<file path="src/rtl/secuenciador_multiciclo_if.sv">
// Sequencer-to-datapath bundle: instruction fetch handshake plus the registered
// control strobes that drive the register bank, ALU, data demux and data RAM.
interface secuenciador_multiciclo_if #(
    parameter int unsigned PC_W    = 6,
    parameter int unsigned INSTR_W = 16
);
    logic               instr_req;
    logic [PC_W-1:0]    pc;
    logic               instr_valid;
    logic [INSTR_W-1:0] instr_in;
    logic [2:0]         op_code;
    logic               wEnable_BR;
    logic               SEL_dmx;
    logic [3:0]         OP_alu;
    logic               W_ram;
    logic               R_ram;

    modport master (
        output instr_req,
        output pc,
        input  instr_valid,
        input  instr_in,
        output op_code,
        output wEnable_BR,
        output SEL_dmx,
        output OP_alu,
        output W_ram,
        output R_ram
    );

    modport slave (
        input  instr_req,
        input  pc,
        output instr_valid,
        output instr_in,
        input  op_code,
        input  wEnable_BR,
        input  SEL_dmx,
        input  OP_alu,
        input  W_ram,
        input  R_ram
    );
endinterface

</file>
<file path="src/rtl/secuenciador_multiciclo.sv">
// Multi-cycle instruction sequencer: fetches over a req/valid handshake and steps each
// instruction through FETCH/DECODE/EXEC/MEM/WB/NEXT with registered (Moore) strobes.
module secuenciador_multiciclo #(
    parameter int unsigned PC_W    = 6,
    parameter int unsigned INSTR_W = 16,
    parameter int unsigned RAM_LAT = 2
) (
    input  logic                       clk,
    input  logic                       rst_n,
    input  logic                       start,
    input  logic [PC_W-1:0]            prog_len,
    secuenciador_multiciclo_if.master  bus,
    output logic                       busy,
    output logic                       done,
    output logic                       err
);

    localparam int unsigned LAT_W = (RAM_LAT > 1) ? $clog2(RAM_LAT) : 1;

    localparam logic [2:0] OpAdd   = 3'b000;
    localparam logic [2:0] OpSub   = 3'b001;
    localparam logic [2:0] OpSlt   = 3'b010;
    localparam logic [2:0] OpStore = 3'b011;
    localparam logic [2:0] OpLoad  = 3'b100;

    localparam logic [3:0] AluAdd   = 4'b0010;
    localparam logic [3:0] AluSub   = 4'b0110;
    localparam logic [3:0] AluSlt   = 4'b0111;
    localparam logic [3:0] AluStore = 4'b1111;

    typedef enum logic [3:0] {
        StIdle,
        StFetch,
        StDecode,
        StExec,
        StMem,
        StWb,
        StNext,
        StDone,
        StErr
    } state_e;

    state_e             state_q, state_d;
    logic [PC_W-1:0]    pc_q, pc_d;
    logic [PC_W-1:0]    len_q, len_d;
    logic [PC_W-1:0]    pc_inc;
    logic [2:0]         op_code_q, op_code_d;
    logic [LAT_W-1:0]   lat_q, lat_d;
    logic [3:0]         op_alu_q, op_alu_d;
    logic               sel_dmx_q, sel_dmx_d;
    logic               instr_req_q, instr_req_d;
    logic               w_ram_q, w_ram_d;
    logic               r_ram_q, r_ram_d;
    logic               we_br_q, we_br_d;
    logic               busy_q, busy_d;
    logic               done_q, done_d;
    logic               err_q, err_d;

    assign pc_inc = pc_q + PC_W'(1);

    always_comb begin
        state_d   = state_q;
        pc_d      = pc_q;
        len_d     = len_q;
        op_code_d = op_code_q;
        lat_d     = lat_q;
        op_alu_d  = op_alu_q;
        sel_dmx_d = sel_dmx_q;

        unique case (state_q)
            StIdle, StDone, StErr: begin
                if (start) begin
                    len_d   = prog_len;
                    pc_d    = '0;
                    state_d = (prog_len == '0) ? StDone : StFetch;
                end else if (state_q == StDone) begin
                    state_d = StIdle;
                end
            end
            StFetch: begin
                if (bus.instr_valid) begin
                    op_code_d = bus.instr_in[INSTR_W-1 -: 3];
                    state_d   = StDecode;
                end
            end
            StDecode: begin
                state_d = StExec;
                case (op_code_q)
                    OpAdd:   begin op_alu_d = AluAdd;   sel_dmx_d = 1'b0; end
                    OpSub:   begin op_alu_d = AluSub;   sel_dmx_d = 1'b0; end
                    OpSlt:   begin op_alu_d = AluSlt;   sel_dmx_d = 1'b0; end
                    OpStore: begin op_alu_d = AluStore; sel_dmx_d = 1'b1; end
                    OpLoad:  begin op_alu_d = AluSlt;   sel_dmx_d = 1'b1; end
                    default: state_d = StErr;
                endcase
            end
            StExec: begin
                lat_d   = LAT_W'(RAM_LAT - 1);
                state_d = (op_code_q == OpStore || op_code_q == OpLoad) ? StMem : StWb;
            end
            StMem: begin
                // STORE spends one cycle here; LOAD counts down the RAM read latency
                if (op_code_q == OpStore) begin
                    state_d = StNext;
                end else if (lat_q == '0) begin
                    state_d = StWb;
                end else begin
                    lat_d = lat_q - LAT_W'(1);
                end
            end
            StWb: begin
                state_d = StNext;
            end
            StNext: begin
                pc_d    = pc_inc;
                state_d = (pc_inc == len_q) ? StDone : StFetch;
            end
            default: begin
                state_d = StIdle;
            end
        endcase

        // ALU op and demux select are only meaningful while an instruction is executing
        if (!(state_d inside {StExec, StMem, StWb})) begin
            op_alu_d  = '0;
            sel_dmx_d = 1'b0;
        end

        instr_req_d = (state_d == StFetch);
        w_ram_d     = (state_d == StMem) && (op_code_d == OpStore);
        r_ram_d     = (state_d == StMem) && (op_code_d == OpLoad);
        we_br_d     = (state_d == StWb);
        busy_d      = state_d inside {StFetch, StDecode, StExec, StMem, StWb, StNext};
        done_d      = (state_d == StDone);
        err_d       = (state_d == StErr);
    end

    always_ff @(posedge clk or negedge rst_n) begin
        if (!rst_n) begin
            state_q     <= StIdle;
            pc_q        <= '0;
            len_q       <= '0;
            op_code_q   <= '0;
            lat_q       <= '0;
            op_alu_q    <= '0;
            sel_dmx_q   <= 1'b0;
            instr_req_q <= 1'b0;
            w_ram_q     <= 1'b0;
            r_ram_q     <= 1'b0;
            we_br_q     <= 1'b0;
            busy_q      <= 1'b0;
            done_q      <= 1'b0;
            err_q       <= 1'b0;
        end else begin
            state_q     <= state_d;
            pc_q        <= pc_d;
            len_q       <= len_d;
            op_code_q   <= op_code_d;
            lat_q       <= lat_d;
            op_alu_q    <= op_alu_d;
            sel_dmx_q   <= sel_dmx_d;
            instr_req_q <= instr_req_d;
            w_ram_q     <= w_ram_d;
            r_ram_q     <= r_ram_d;
            we_br_q     <= we_br_d;
            busy_q      <= busy_d;
            done_q      <= done_d;
            err_q       <= err_d;
        end
    end

    assign bus.instr_req  = instr_req_q;
    assign bus.pc         = pc_q;
    assign bus.op_code    = op_code_q;
    assign bus.wEnable_BR = we_br_q;
    assign bus.SEL_dmx    = sel_dmx_q;
    assign bus.OP_alu     = op_alu_q;
    assign bus.W_ram      = w_ram_q;
    assign bus.R_ram      = r_ram_q;
    assign busy           = busy_q;
    assign done           = done_q;
    assign err            = err_q;

endmodule

</file>
<file path="src/flat_wrapper.sv">
// flat-port wrapper written by rule: the top's interface ports become plain ports
module secuenciador_multiciclo_flat 
#(
    parameter int unsigned PC_W    = 6,
    parameter int unsigned INSTR_W = 16,
    parameter int unsigned RAM_LAT = 2
)
  (clk, rst_n, start, prog_len, busy, done, err, bus_instr_req, bus_pc, bus_instr_valid, bus_instr_in, bus_op_code, bus_wEnable_BR, bus_SEL_dmx, bus_OP_alu, bus_W_ram, bus_R_ram);
  secuenciador_multiciclo_if #(.PC_W(PC_W), .INSTR_W(INSTR_W)) bus_i ();
  input  logic clk;
  input  logic rst_n;
  input  logic start;
  input  logic [PC_W-1:0] prog_len;
  output logic busy;
  output logic done;
  output logic err;
  output wire logic [$bits(bus_i.instr_req)-1:0] bus_instr_req;
  output wire logic [$bits(bus_i.pc)-1:0] bus_pc;
  input wire logic [$bits(bus_i.instr_valid)-1:0] bus_instr_valid;
  input wire logic [$bits(bus_i.instr_in)-1:0] bus_instr_in;
  output wire logic [$bits(bus_i.op_code)-1:0] bus_op_code;
  output wire logic [$bits(bus_i.wEnable_BR)-1:0] bus_wEnable_BR;
  output wire logic [$bits(bus_i.SEL_dmx)-1:0] bus_SEL_dmx;
  output wire logic [$bits(bus_i.OP_alu)-1:0] bus_OP_alu;
  output wire logic [$bits(bus_i.W_ram)-1:0] bus_W_ram;
  output wire logic [$bits(bus_i.R_ram)-1:0] bus_R_ram;
  assign bus_instr_req = bus_i.instr_req;
  assign bus_pc = bus_i.pc;
  assign bus_i.instr_valid = bus_instr_valid;
  assign bus_i.instr_in = bus_instr_in;
  assign bus_op_code = bus_i.op_code;
  assign bus_wEnable_BR = bus_i.wEnable_BR;
  assign bus_SEL_dmx = bus_i.SEL_dmx;
  assign bus_OP_alu = bus_i.OP_alu;
  assign bus_W_ram = bus_i.W_ram;
  assign bus_R_ram = bus_i.R_ram;
  secuenciador_multiciclo #(.PC_W(PC_W), .INSTR_W(INSTR_W), .RAM_LAT(RAM_LAT)) u_core (.clk(clk), .rst_n(rst_n), .start(start), .prog_len(prog_len), .bus(bus_i), .busy(busy), .done(done), .err(err));
endmodule
</file>
<file path="config.mk">
export PLATFORM = sky130hd
export DESIGN_NAME = secuenciador_multiciclo_flat
export DESIGN_NICKNAME = d
export VERILOG_FILES = /design/src/rtl/secuenciador_multiciclo_if.sv /design/src/rtl/secuenciador_multiciclo.sv /design/src/flat_wrapper.sv
export SDC_FILE = /design/constraint.sdc
export NUM_CORES = 1
export LEC_CHECK = 0
export BUFFER_PORTS_ARGS = -buffer_cell sky130_fd_sc_hd__buf_2
export CORE_ASPECT_RATIO = 0.7
export CORE_UTILIZATION = 54
export CTS_BUF_LIST = sky130_fd_sc_hd__clkbuf_4 sky130_fd_sc_hd__clkbuf_8
export DETAILED_ROUTE_END_ITERATION = 16
export GPL_ROUTABILITY_DRIVEN = 0
export PLACE_DENSITY = 0.8
export SKIP_LAST_GASP = 1
export SLEW_MARGIN = 40
export SYNTH_ARGS = -nofsm -noshare
export SYNTH_HDL_FRONTEND = slang
export SYNTH_SLANG_ARGS = --single-unit
</file>
<file path="constraint.sdc">
create_clock -name clk -period 2.06 [get_ports clk]
set_input_delay 0.206 -clock clk [delete_from_list [all_inputs] [get_ports clk]]
set_output_delay 0.206 -clock clk [all_outputs]
set_load 0.01 [all_outputs]
</file>
; After elaboration in Yosys (flattened, before gate mapping)
; Cells that the tools add are included.
[totals]
output_inout_bits = 21
register_bits = 32
in_bits = 26
elab_cells = 87
[classes]
n_eq_ne = 28
add_sub_neg = 2
n_mux = 23
n_reduce_logical = 20
[ops]
columns = op, count
row1 = equality test 4 x 3 -> 1 bit (second input constant), 8
row2 = 2-to-1 mux 4 bit, 8
row3 = case mux 4 bit (7 select lines), 1
row4 = equality test 4 x 2 -> 1 bit (second input constant), 4
row5 = case mux 4 bit (4 select lines), 1
row6 = 2-to-1 mux 3 bit, 4
row7 = case mux 6 bit (2 select lines), 1
row8 = AND reduction 2 bit, 5
row9 = equality test 3 x 2 -> 1 bit (second input constant), 3
row10 = equality test 4 x 1 -> 1 bit (second input constant), 2
row11 = equality test 4 bit (second input constant), 2
row12 = adder 6 x 1 -> 6 bit (second input constant), 1
row13 = equality test 3 bit (second input constant), 2
row14 = equality test 6 bit, 1
row15 = logical NOT 6 bit, 1
row16 = 2-to-1 mux 6 bit, 1
row17 = != test 2 bit (second input constant), 3
row18 = nonzero test 6 bit, 1
row19 = OR reduction 3 bit, 2
row20 = 2-to-1 mux 1 bit, 5
row21 = != test 5 x 4 -> 1 bit (second input constant), 1
row22 = OR reduction 5 bit, 1
row23 = logical NOT 4 bit, 1
row24 = case mux 1 bit (2 select lines), 2
row25 = other kinds (9), 12

; Logic depth before layout (Yosys ltp)
; Gate-level depths: netlist (run 1).
[logic_depth]
depth_word = 8
ltp_mapped = 7

; Least setup slack after synthesis (run 1)
; OpenSTA, ideal clock, no wires.
[synth_timing]
path_type = register to register
start = reg u_core.pc_q[0], in the netlist u_core.bus.pc[0]
end = reg u_core.instr_req_q, in the netlist u_core.bus.instr_req
synth_period_minus_slack_ps = 1742
arrival_ps = 1611
setup_ps = 131
stages_incl_launch_ff = 6
n_path_buf = 0
slack_ps = 318
cell_sequence = dfrtp_1 > ha_1 > xor2_1 > nor4_1 > a311oi_2 > nor3b_1
[synth_between]
elab_chain_len = 5
[synth_rtl]
columns = element, line_no
row1 = "start, declared", secuenciador_multiciclo.sv:44  ; logic [PC_W-1:0] pc_q, pc_d;
row2 = "start signal, assigned", secuenciador_multiciclo.sv:156  ; pc_q <= pc_d;
row3 = adder 6 x 1 -> 6 bit, secuenciador_multiciclo.sv:59  ; assign pc_inc = pc_q + PC_W'(1);
row4 = equality test 6 bit, secuenciador_multiciclo.sv:116  ; state_d = (pc_inc == len_q) ? StDone : StFetch;
row5 = 2-to-1 mux 3 bit, secuenciador_multiciclo.sv:116
row6 = case mux 4 bit (7 select lines), secuenciador_multiciclo.sv:70  ; unique case (state_q)
row7 = equality test 4 x 1 -> 1 bit, secuenciador_multiciclo.sv:129  ; instr_req_d = (state_d == StFetch);
row8 = via u_core.instr_req_d, secuenciador_multiciclo.sv:51  ; logic instr_req_q, instr_req_d;
row9 = "end signal, assigned", secuenciador_multiciclo.sv:162  ; instr_req_q <= instr_req_d;
row10 = "end, declared", secuenciador_multiciclo.sv:51
; The timed path passes the listed nets, and every way through them passes these cells.
; A chain may end at the register's enable or synchronous reset.

; Worst setup path after layout (run 1)
[layout_timing]
start = reg u_core.state_q[1]
end = reg u_core.r_ram_q, in the netlist u_core.bus.R_ram
[layout_between]
elab_chain_len = 6
[layout_rtl]
columns = element, line_no
row1 = "start, declared", secuenciador_multiciclo.sv:43  ; state_e state_q, state_d;
row2 = "start signal, assigned", secuenciador_multiciclo.sv:140  ; state_q <= StIdle;
row3 = "start signal, assigned", secuenciador_multiciclo.sv:155  ; state_q <= state_d;
row4 = equality test 4 x 3 -> 1 bit, "secuenciador_multiciclo.sv:70, secuenciador_multiciclo.sv:76"
row5 = 2-to-1 mux 4 bit, secuenciador_multiciclo.sv:76  ; end else if (state_q == StDone) begin
row6 = 2-to-1 mux 4 bit, secuenciador_multiciclo.sv:72  ; if (start) begin
row7 = case mux 4 bit (7 select lines), secuenciador_multiciclo.sv:70
row8 = equality test 4 x 3 -> 1 bit, secuenciador_multiciclo.sv:131  ; r_ram_d = (state_d == StMem) && (op_code_d == OpLoad);
row9 = logical AND 1 bit (*), secuenciador_multiciclo.sv:131
row10 = via u_core.r_ram_d, secuenciador_multiciclo.sv:53  ; logic r_ram_q, r_ram_d;
row11 = "end signal, assigned", secuenciador_multiciclo.sv:164  ; r_ram_q <= r_ram_d;
row12 = "end, declared", secuenciador_multiciclo.sv:53
; Mark *: on every way through the listed nets, which the timed path passes. The rest lies on a longest branch.

==> impl_metrics.env, run 1 <==
export IMPL_synthFlopType="dfrtp_1"
export IMPL_hold_violations=32
export IMPL_dieArea_um2=3326
export IMPL_cts_tree="built"
export IMPL_drt_wl_total_um=3537
export IMPL_p_sw_mw=1.063
export IMPL_multi_input_area_um2=809.5
export IMPL_core_area_um2=2863
export IMPL_clkPwrFrac_pct=18.5
export IMPL_synth_async_reset_ratio_pct=100.0
export IMPL_drive_above_1_share_pct=28.00
export IMPL_grt_pass1_wl_um=6127
export IMPL_synth_top_cell_by_area="dfrtp_1"
export IMPL_ys_seq_elements=32
export IMPL_setup_viol=0
export IMPL_synth_cell_types=45
export IMPL_cp_top_family="simple AND/OR/NAND/NOR gates"
export IMPL_grt_max_degree=33
export IMPL_area_delta_synth_final_pct=18.71
export IMPL_clk_insertion_delay_late_ns=0.28
export IMPL_cp_slowest_stage_delay_ns=0.50
export IMPL_vias_per_cell=5.780
export IMPL_post_dp_cell_area_um2=1881
export IMPL_min_period_ns=1.901
export IMPL_p_leak_nw=0.9452
export IMPL_netlist_area_um2=1672
export IMPL_switching_share_pct=38.60
export IMPL_crit_fanout=13
export IMPL_slew_headroom_pct=53.10
export IMPL_synth_fp_nets=188
export IMPL_holdBufCountCts=0
export IMPL_synth_top_area_share_pct=47.90
export IMPL_post_place_cells=228
export IMPL_dieHeight_um=48.55
export IMPL_yosys_warnings=0
export IMPL_io_pins=47
export IMPL_required_ns=2.25
export IMPL_seqPwrFrac_pct=38.0
export IMPL_worstPathArrival_ns=2.09
export IMPL_stdcell_area_um2=1984
export IMPL_nNetsFinal=227
export IMPL_grt_overflow=0
export IMPL_antenna_found_initial=0
export IMPL_p_int_mw=1.691
export IMPL_p_comb_share_pct=43.5
export IMPL_port_buffers=33
export IMPL_diodes=0
export IMPL_place_hpwl_um=2666
export IMPL_ir_worst_vdd_uv=1039
export IMPL_cap_violations=0
export IMPL_power_density_nw_per_um2=1387
export IMPL_crit_chain="or3b_1 > a21o_1 > nor3b_4 > nand3_2 > nor4b_2"
export IMPL_stdcell_count=236
export IMPL_wl_per_cell_um=14.99
export IMPL_r2r_start="u_core.state_q[1]"
export IMPL_grt_pass1_vias=1316
export IMPL_postCtsSetupRepairBufs=0
export IMPL_fillerInstances=220
export IMPL_clock_path_buffers=2
export IMPL_drc=0
export IMPL_initial_utilization_pct=58.39
export IMPL_clk_pin_slew_ns=0.06
export IMPL_startpoint="u_core.state_q[1]"
export IMPL_violations="negative hold slack"
export IMPL_endpoint_kind="flop"
export IMPL_grt_util_all_layers_pct=24.78
export IMPL_syn_inst=161
export IMPL_rows=16
export IMPL_whs_ns=-0.02929
export IMPL_startpoint_type="flop"
export IMPL_dieWidth_um=68.50
export IMPL_cts_resized=0
export IMPL_synth_edff_count=0
export IMPL_report_final_slew_viol_count=0
export IMPL_ff_latch_area_um2=800.8
export IMPL_cts_buffers=5
export IMPL_ant_nets=0
export IMPL_fin_crit_sh_pct=92.27
export IMPL_htree_levels=2
export IMPL_path_class="flop to flop"
export IMPL_fmax_mhz=526.1
export IMPL_synth_area_leaders="dfrtp_1 48%, nand2_1 4.0%, mux2_1 4.0%, nor3b_1 3.6%, xnor2_1 2.6%"
export IMPL_slowest_stage="dfrtp_1"
export IMPL_status="finished with violations"
export IMPL_crit_buf_inv=0
export IMPL_finalClockSkew_ns=0.006102
export IMPL_clock_sinks=32
export IMPL_num_vias=1364
export IMPL_yosysSeqAreaShare_pct=47.90
export IMPL_drt_initial_drc_count=106
export IMPL_first_pass_iters=4
export IMPL_tightest_slew_ns=0.7035
export IMPL_hold_class="input port to asynchronous set/reset pin"
export IMPL_finalPower_mw=2.753
export IMPL_syn_avg_cell_area_um2=10.38
export IMPL_cts_root_buf="clkbuf_8"
cell usage after synthesis (2+ instances only):
master / number
dfrtp_1: 32
nand2_1: 18
nor2_1: 8
nor3b_1: 8
buf_2: 7
mux2_1: 6
nand3_1: 6
nor3_1: 5
o21ai_1: 5
xnor2_1: 5
a21oi_1: 4
inv_1: 4
xor2_1: 4
mux2_2: 3
nand2b_1: 3
nor2b_1: 3
o21ai_0: 3
o31ai_1: 3
a211oi_1: 2
and3_1: 2
nand3b_1: 2
nand4b_1: 2
nor4_1: 2
o32ai_1: 2
or4b_1: 2
cell families after synthesis:
| family | synth area share, % |
|---|---|
| AOI/OAI and AO/OA | 11.23 |
| xor gates and xnor gates | 4.715 |
| adders and majority gates | 0.7484 |
| buffers and inverters | 3.667 |
| DFF | 47.90 |
| muxes | 6.661 |
| and+or+nand+nor | 25.08 |
metal layers:
layer,track usage [%],wire [um],up-vias
li1,-,-,654
met1,36.00,1656,655
met2,36.11,1615,48
met3,7.311,227,7
met4,5.903,38,0
met5,0,0,-
worst paths after layout:
| path | to | slack (ns) | depth (start not counted) |
|---|---|---|---|
| setup / recovery | u_core.bus.R_ram | 0.16 | 5 |
| max in group asynchronous | u_core.state_q[2] | 1.63 | 1 |
| setup reg to reg | u_core.bus.R_ram | 0.16 | 5 |
| hold / removal | u_core.bus.pc[1] | -0.03 | 1 |
| min in group clk | u_core.len_q[3] | 0.16 | 2 |
| hold reg to reg | u_core.bus.SEL_dmx | 0.47 | 2 |
flip-flops by register name, indices dropped and copies added (netlist names):
| signal | count |
|---|---|
| u_core.done | 1 |
| u_core.err | 1 |
| u_core.bus.R_ram | 1 |
| u_core.lat_q | 1 |
| u_core.bus.wEnable_BR | 1 |
| u_core.bus.SEL_dmx | 1 |
| u_core.bus.pc | 6 |
| u_core.state_q | 4 |
| u_core.bus.instr_req | 1 |
| u_core.bus.op_code | 3 |
| u_core.len_q | 6 |
| u_core.bus.OP_alu | 4 |
| u_core.bus.W_ram | 1 |
| u_core.busy | 1 |
worst reg2reg max path, cell delays in order (launching register included):
cell     delay [ns]
dfrtp_1        0.50
or3b_1         0.41
a21o_1         0.23
nor3b_4        0.31
nand3_2        0.15
nor4b_2        0.22
final cells by class:
type	count	share of cell area (%)
Timing Repair Buffer	40	10.97
Tap cell	36	2.270
Inverter	4	0.7566
Clock buffer	7	4.855
Multi-Input combinational cell	117	40.79
Sequential cell	32	40.35
placed cells by master, fill, tap and decap left out, types with 6 or more instances in the layout:
cell type	count
mux2_1	6
nor3b_1	8
clkbuf_8	7
buf_2	33
buf_4	7
nor2_1	8
nand3_1	6
dfrtp_1	32
nand2_1	18
stage by stage:
stage / worst slack [ns] / setup TNS, ns / utilization (%) / hold slack (ns)
3_5_place_dp: 0.1514 / 0 / 65.69 / 0.3025
4_1_cts: 0.1350 / 0 / 69.06 / 0.007458
5_1_grt: -0.007173 / -0.007173 / 69.32 / 0.02671
3_3_place_gp: 0.1992 / 0 / 65.69 / 0.2750
6_report: 0.1592 / 0 / 69.32 / -0.02929
2_1_floorplan: 0.3179 / 0 / - / -0.08959
power groups by stage:
stage	combinational [mW]	clock [mW]	sequential [mW]
global route	1.34	0.554	1.08
floorplan	0.844	0	1.03
global placement	1.12	0	1.03
CTS	1.18	0.514	1.05
finish	1.20	0.510	1.05
detailed placement	1.17	0	1.06
No activity file was read; power rests on OpenSTA's default activity.
==> run 2, diff against run 1 <==
MAX_ROUTING_LAYER = met4   (was unset)
==> impl_metrics.env, run 2 (synthesis results as in run 1) <==
export IMPL_antenna_found_initial=0
export IMPL_r2r_start="u_core.state_q[1]"
export IMPL_io_pins=47
export IMPL_grt_pass1_vias=1323
export IMPL_first_pass_iters=4
export IMPL_worstPathArrival_ns=2.10
export IMPL_diodes=0
export IMPL_cap_violations=0
export IMPL_cts_buffers=5
export IMPL_cts_resized=0
export IMPL_holdBufCountCts=0
export IMPL_fin_crit_sh_pct=92.87
export IMPL_tightest_slew_ns=0.7059
export IMPL_power_density_nw_per_um2=1387
export IMPL_post_route_util_pct=69.32
export IMPL_crit_fanout=13
export IMPL_ir_worst_vdd_uv=1038
export IMPL_endpoint_kind="flop"
export IMPL_port_buffers=33
export IMPL_fin_tns_setup_ns=0
export IMPL_mostFrequentLayoutCells="33 x buf_2, 32 x dfrtp_1, 18 x nand2_1"
export IMPL_startpoint_type="flop"
export IMPL_clk_pin_slew_ns=0.06
export IMPL_finalPower_mw=2.752
export IMPL_whs_ns=-0.02395
export IMPL_switching_share_pct=38.56
export IMPL_finalClockSkew_ns=0.005475
export IMPL_postCtsSetupRepairBufs=0
export IMPL_core_area_um2=2863
export IMPL_clk_insertion_delay_late_ns=0.28
export IMPL_cts_tree="built"
export IMPL_r2r_setup_slack_ns=0.15
export IMPL_final_common_cell="buf_2"
export IMPL_place_hpwl_um=2666
export IMPL_nNetsFinal=227
export IMPL_violations="negative hold slack"
export IMPL_clock_sinks=32
export IMPL_seqPwrFrac_pct=38.0
export IMPL_num_vias=1377
export IMPL_cts_root_buf="clkbuf_8"
export IMPL_p_sw_mw=1.061
export IMPL_p_int_mw=1.691
export IMPL_min_period_ns=1.913
export IMPL_grt_overflow=0
export IMPL_area_delta_synth_final_pct=18.71
export IMPL_dieArea_um2=3326
export IMPL_initial_utilization_pct=58.39
export IMPL_hold_violations=32
export IMPL_report_final_slew_viol_count=0
export IMPL_drc=0
export IMPL_clock_path_buffers=2
export IMPL_drt_initial_drc_count=101
export IMPL_setup_ws_ns=0.1469
export IMPL_drt_wl_total_um=3519
export IMPL_grt_pass1_wl_um=6106
export IMPL_htree_levels=2
export IMPL_setup_viol=0
export IMPL_place_ws_ns=0.1514
export IMPL_wl_per_cell_um=14.91
export IMPL_vias_per_cell=5.835
export IMPL_fmax_mhz=522.7
export IMPL_post_dp_cell_area_um2=1881
export IMPL_stdcell_area_um2=1984
export IMPL_ant_nets=0
export IMPL_p_leak_nw=0.9452
export IMPL_clkPwrFrac_pct=18.4
export IMPL_r2r_cells=5
export IMPL_status="finished with violations"
export IMPL_stdcell_count=236
export IMPL_grt_util_all_layers_pct=25.48
export IMPL_dieWidth_um=68.50
export IMPL_slew_headroom_pct=52.94
export IMPL_startpoint="u_core.state_q[1]"
export IMPL_post_place_cells=228
export IMPL_p_comb_share_pct=43.6
export IMPL_rows=16
export IMPL_drive_above_1_share_pct=28.00
export IMPL_grt_max_degree=33
export IMPL_dieHeight_um=48.55
export IMPL_hold_class="input port to asynchronous set/reset pin"
export IMPL_path_class="flop to flop"
export IMPL_required_ns=2.25
[run 2: worst paths after layout]
check                                          end
worst max-delay path              u_core.bus.R_ram
worst min-delay path              u_core.bus.pc[1]
worst max register to register    u_core.bus.R_ram
worst min register to register  u_core.bus.SEL_dmx
max in group asynchronous        u_core.state_q[2]
min in group clk                   u_core.len_q[3]
[run 2: routing by layer]
metal / part of all wire (%) / track usage (%)
met5: 0 / -
met4: 1.0 / 5.903
met3: 6.9 / 7.075
met2: 46 / 36.44
met1: 46 / 35.85
[run 2: cell type report]
cell class | instances | area (um2)
clock buffer | 7 | 96.34
fill | 220 | 878.3
inverter | 4 | 15.01
multi-input combinational | 117 | 809.5
sequential | 32 | 800.8
tap | 36 | 45.04
timing repair buffer | 40 | 217.7
[run 2: critical path, stage by stage, from the launching register on]
cell,delay [ns]
dfrtp_1,0.50
or3b_1,0.41
a21o_1,0.23
nor3b_4,0.31
nand3_2,0.15
nor4b_2,0.23
[run 2: power by group through the flow]
stage / logic [mW] / registers, mW / clock network [mW]
2_1_floorplan: 0.844 / 1.03 / 0
3_3_place_gp: 1.12 / 1.03 / 0
3_5_place_dp: 1.17 / 1.06 / 0
4_1_cts: 1.18 / 1.05 / 0.514
5_1_grt: 1.34 / 1.08 / 0.552
6_report: 1.20 / 1.05 / 0.506
==> run 3, diff against run 2 <==
BUFFER_PORTS_ARGS = -buffer_cell sky130_fd_sc_hd__buf_4   (was -buffer_cell sky130_fd_sc_hd__buf_2)
==> impl_metrics.env, run 3 (synthesis results as in run 1) <==
export IMPL_grt_pass1_vias=1311
export IMPL_first_pass_iters=4
export IMPL_hold_violations=0
export IMPL_path_class="flop to flop"
export IMPL_setup_ws_ns=0.1376
export IMPL_tightest_slew_ns=0.4203
export IMPL_slowest_stage="dfrtp_1"
export IMPL_rsz0062_at_grt="no"
export IMPL_startpoint_type="flop"
export IMPL_dieArea_um2=3326
export IMPL_num_vias=1390
export IMPL_finalClockSkew_ns=0.006970
export IMPL_core_area_um2=2863
export IMPL_final_common_cell="buf_4"
export IMPL_place_hpwl_um=2704
export IMPL_cp_top_family="simple AND/OR/NAND/NOR gates"
export IMPL_dieWidth_um=68.50
export IMPL_dieHeight_um=48.55
export IMPL_min_from="prog_len[0]"
export IMPL_slew_headroom_pct=71.98
export IMPL_path_depth=5
export IMPL_p_leak_nw=0.9716
export IMPL_ir_worst_vdd_uv=724.3
export IMPL_drc=0
export IMPL_stdcell_count=238
export IMPL_power_density_nw_per_um2=1389
export IMPL_port_buffers=33
export IMPL_r2r_end="u_core.bus.R_ram"
export IMPL_report_final_slew_viol_count=0
export IMPL_min_period_ns=1.922
export IMPL_hold_class="input port to flop"
export IMPL_grt_util_all_layers_pct=26.65
export IMPL_crit_buf_inv=0
export IMPL_required_ns=2.26
export IMPL_htree_levels=2
export IMPL_mostFrequentLayoutCells="40 x buf_4, 32 x dfrtp_1, 18 x nand2_1"
export IMPL_antenna_found_initial=0
export IMPL_endpoint="u_core.bus.R_ram"
export IMPL_fillerInstances=209
export IMPL_drive_above_1_share_pct=28.71
export IMPL_rows=16
export IMPL_drt_wl_total_um=3589
export IMPL_fmax_mhz=520.2
export IMPL_grt_pass1_wl_um=6258
export IMPL_drt_initial_drc_count=118
export IMPL_fin_crit_sh_pct=93.32
export IMPL_r2r_setup_slack_ns=0.14
export IMPL_clk_insertion_delay_late_ns=0.29
export IMPL_initial_utilization_pct=58.39
export IMPL_clk_pin_slew_ns=0.06
export IMPL_post_place_cells=228
export IMPL_wl_per_cell_um=15.08
export IMPL_crit_chain="or3b_1 > a21o_1 > nor3b_4 > nand3_2 > nor4b_2"
export IMPL_cts_root_buf="clkbuf_8"
export IMPL_endpoint_kind="flop"
export IMPL_fin_tns_setup_ns=0
export IMPL_worstPathArrival_ns=2.12
export IMPL_ant_nets=0
export IMPL_startpoint="u_core.state_q[1]"
export IMPL_cap_violations=0
export IMPL_grt_overflow=0
export IMPL_r2r_start="u_core.state_q[1]"
export IMPL_place_ws_ns=0.1444
export IMPL_io_pins=47
export IMPL_status="finished, final reports clean"
export IMPL_clock_sinks=32
export IMPL_nNetsFinal=228
export IMPL_grt_max_degree=33
export IMPL_vias_per_cell=5.840
export IMPL_cts_tree="built"
export IMPL_crit_fanout=13
export IMPL_cp_slowest_stage_delay_ns=0.52
export IMPL_diodes=0
export IMPL_r2r_cells=5
export IMPL_cts_buffers=5
export IMPL_clock_path_buffers=2
export IMPL_post_route_util_pct=73.25
export IMPL_area_delta_synth_final_pct=25.45
export IMPL_setup_viol=0
-- run 3: cell types whose count changed in the layout (fill, tap and decap cells not counted) --
| cell | change |
|---|---|
| nor3b_1 | -1 |
| buf_2 | -33 |
| bufinv_16 | +1 |
| buf_4 | +33 |
| nor3b_2 | +1 |
| clkbuf_8 | -2 |
| clkinv_2 | +1 |
| dlygate4sd3_1 | +1 |
| clkbuf_4 | +1 |
-- run 3: through the flow --
step / area, um2 / hold slack [ns] / power (mW)
finish: 2097 / 0.1403 / 2.912
global route: 2097 / 0.1311 / 3.119
CTS: 2085 / 0.1387 / 2.901
detailed placement: 1963 / 0.1660 / 2.297
global placement: 1963 / 0.1577 / 2.224
floorplan: 1672 / -0.08959 / 1.871
-- run 3: worst min path at each step --
stage                            to  cells after the start  slack [ns]
6_report            u_core.len_q[0]                      2        0.14
5_1_grt             u_core.len_q[2]                      2        0.13
4_1_cts             u_core.len_q[2]                      2        0.14
3_5_place_dp        u_core.len_q[4]                      1        0.17
3_3_place_gp        u_core.len_q[4]                      1        0.16
2_1_floorplan  u_core.bus.OP_alu[0]                      0       -0.09
-- run 3: final cells by class --
| cell class | instances | area, um2 | area share (%) |
|---|---|---|---|
| Multi-Input combinational cell | 117 | 814.5 | 38.84 |
| Sequential cell | 32 | 800.8 | 38.19 |
| Timing Repair Buffer | 41 | 310.3 | 14.80 |
| Clock buffer | 6 | 76.32 | 3.640 |
| Tap cell | 36 | 45.04 | 2.148 |
| Clock inverter | 2 | 35.03 | 1.671 |
| Inverter | 4 | 15.01 | 0.7160 |
-- run 3: worst register-to-register path, stage by stage, from the launching register on --
cell and delay [ns]:
dfrtp_1 0.52, or3b_1 0.40, a21o_1 0.23, nor3b_4 0.31, nand3_2 0.16, nor4b_2 0.22
-- run 3: timing repair --
| action | CTS | global route |
|---|---|---|
| hold buffers | 1 | 0 |
| endpoints found under the hold margin | 32 | 0 |
| resized for setup | 0 | 1 |
| setup endpoints to repair | 0 | 2 |
| setup buffers | 0 | 1 |
-- run 3: power breakdown --
| group | switching (mW) | leakage, nW | internal [mW] |
|---|---|---|---|
| Sequential | 0.224 | 0.415 | 0.834 |
| Clock | 0.232 | 0.0586 | 0.372 |
| Combinational | 0.636 | 0.498 | 0.615 |
-- run 3: routing by layer --
layer  global-route usage (%)  wire (um)
met4                    5.208         25
met2                    35.13       1654
met1                    38.46       1618
met3                    10.85        291
met5                        -          0
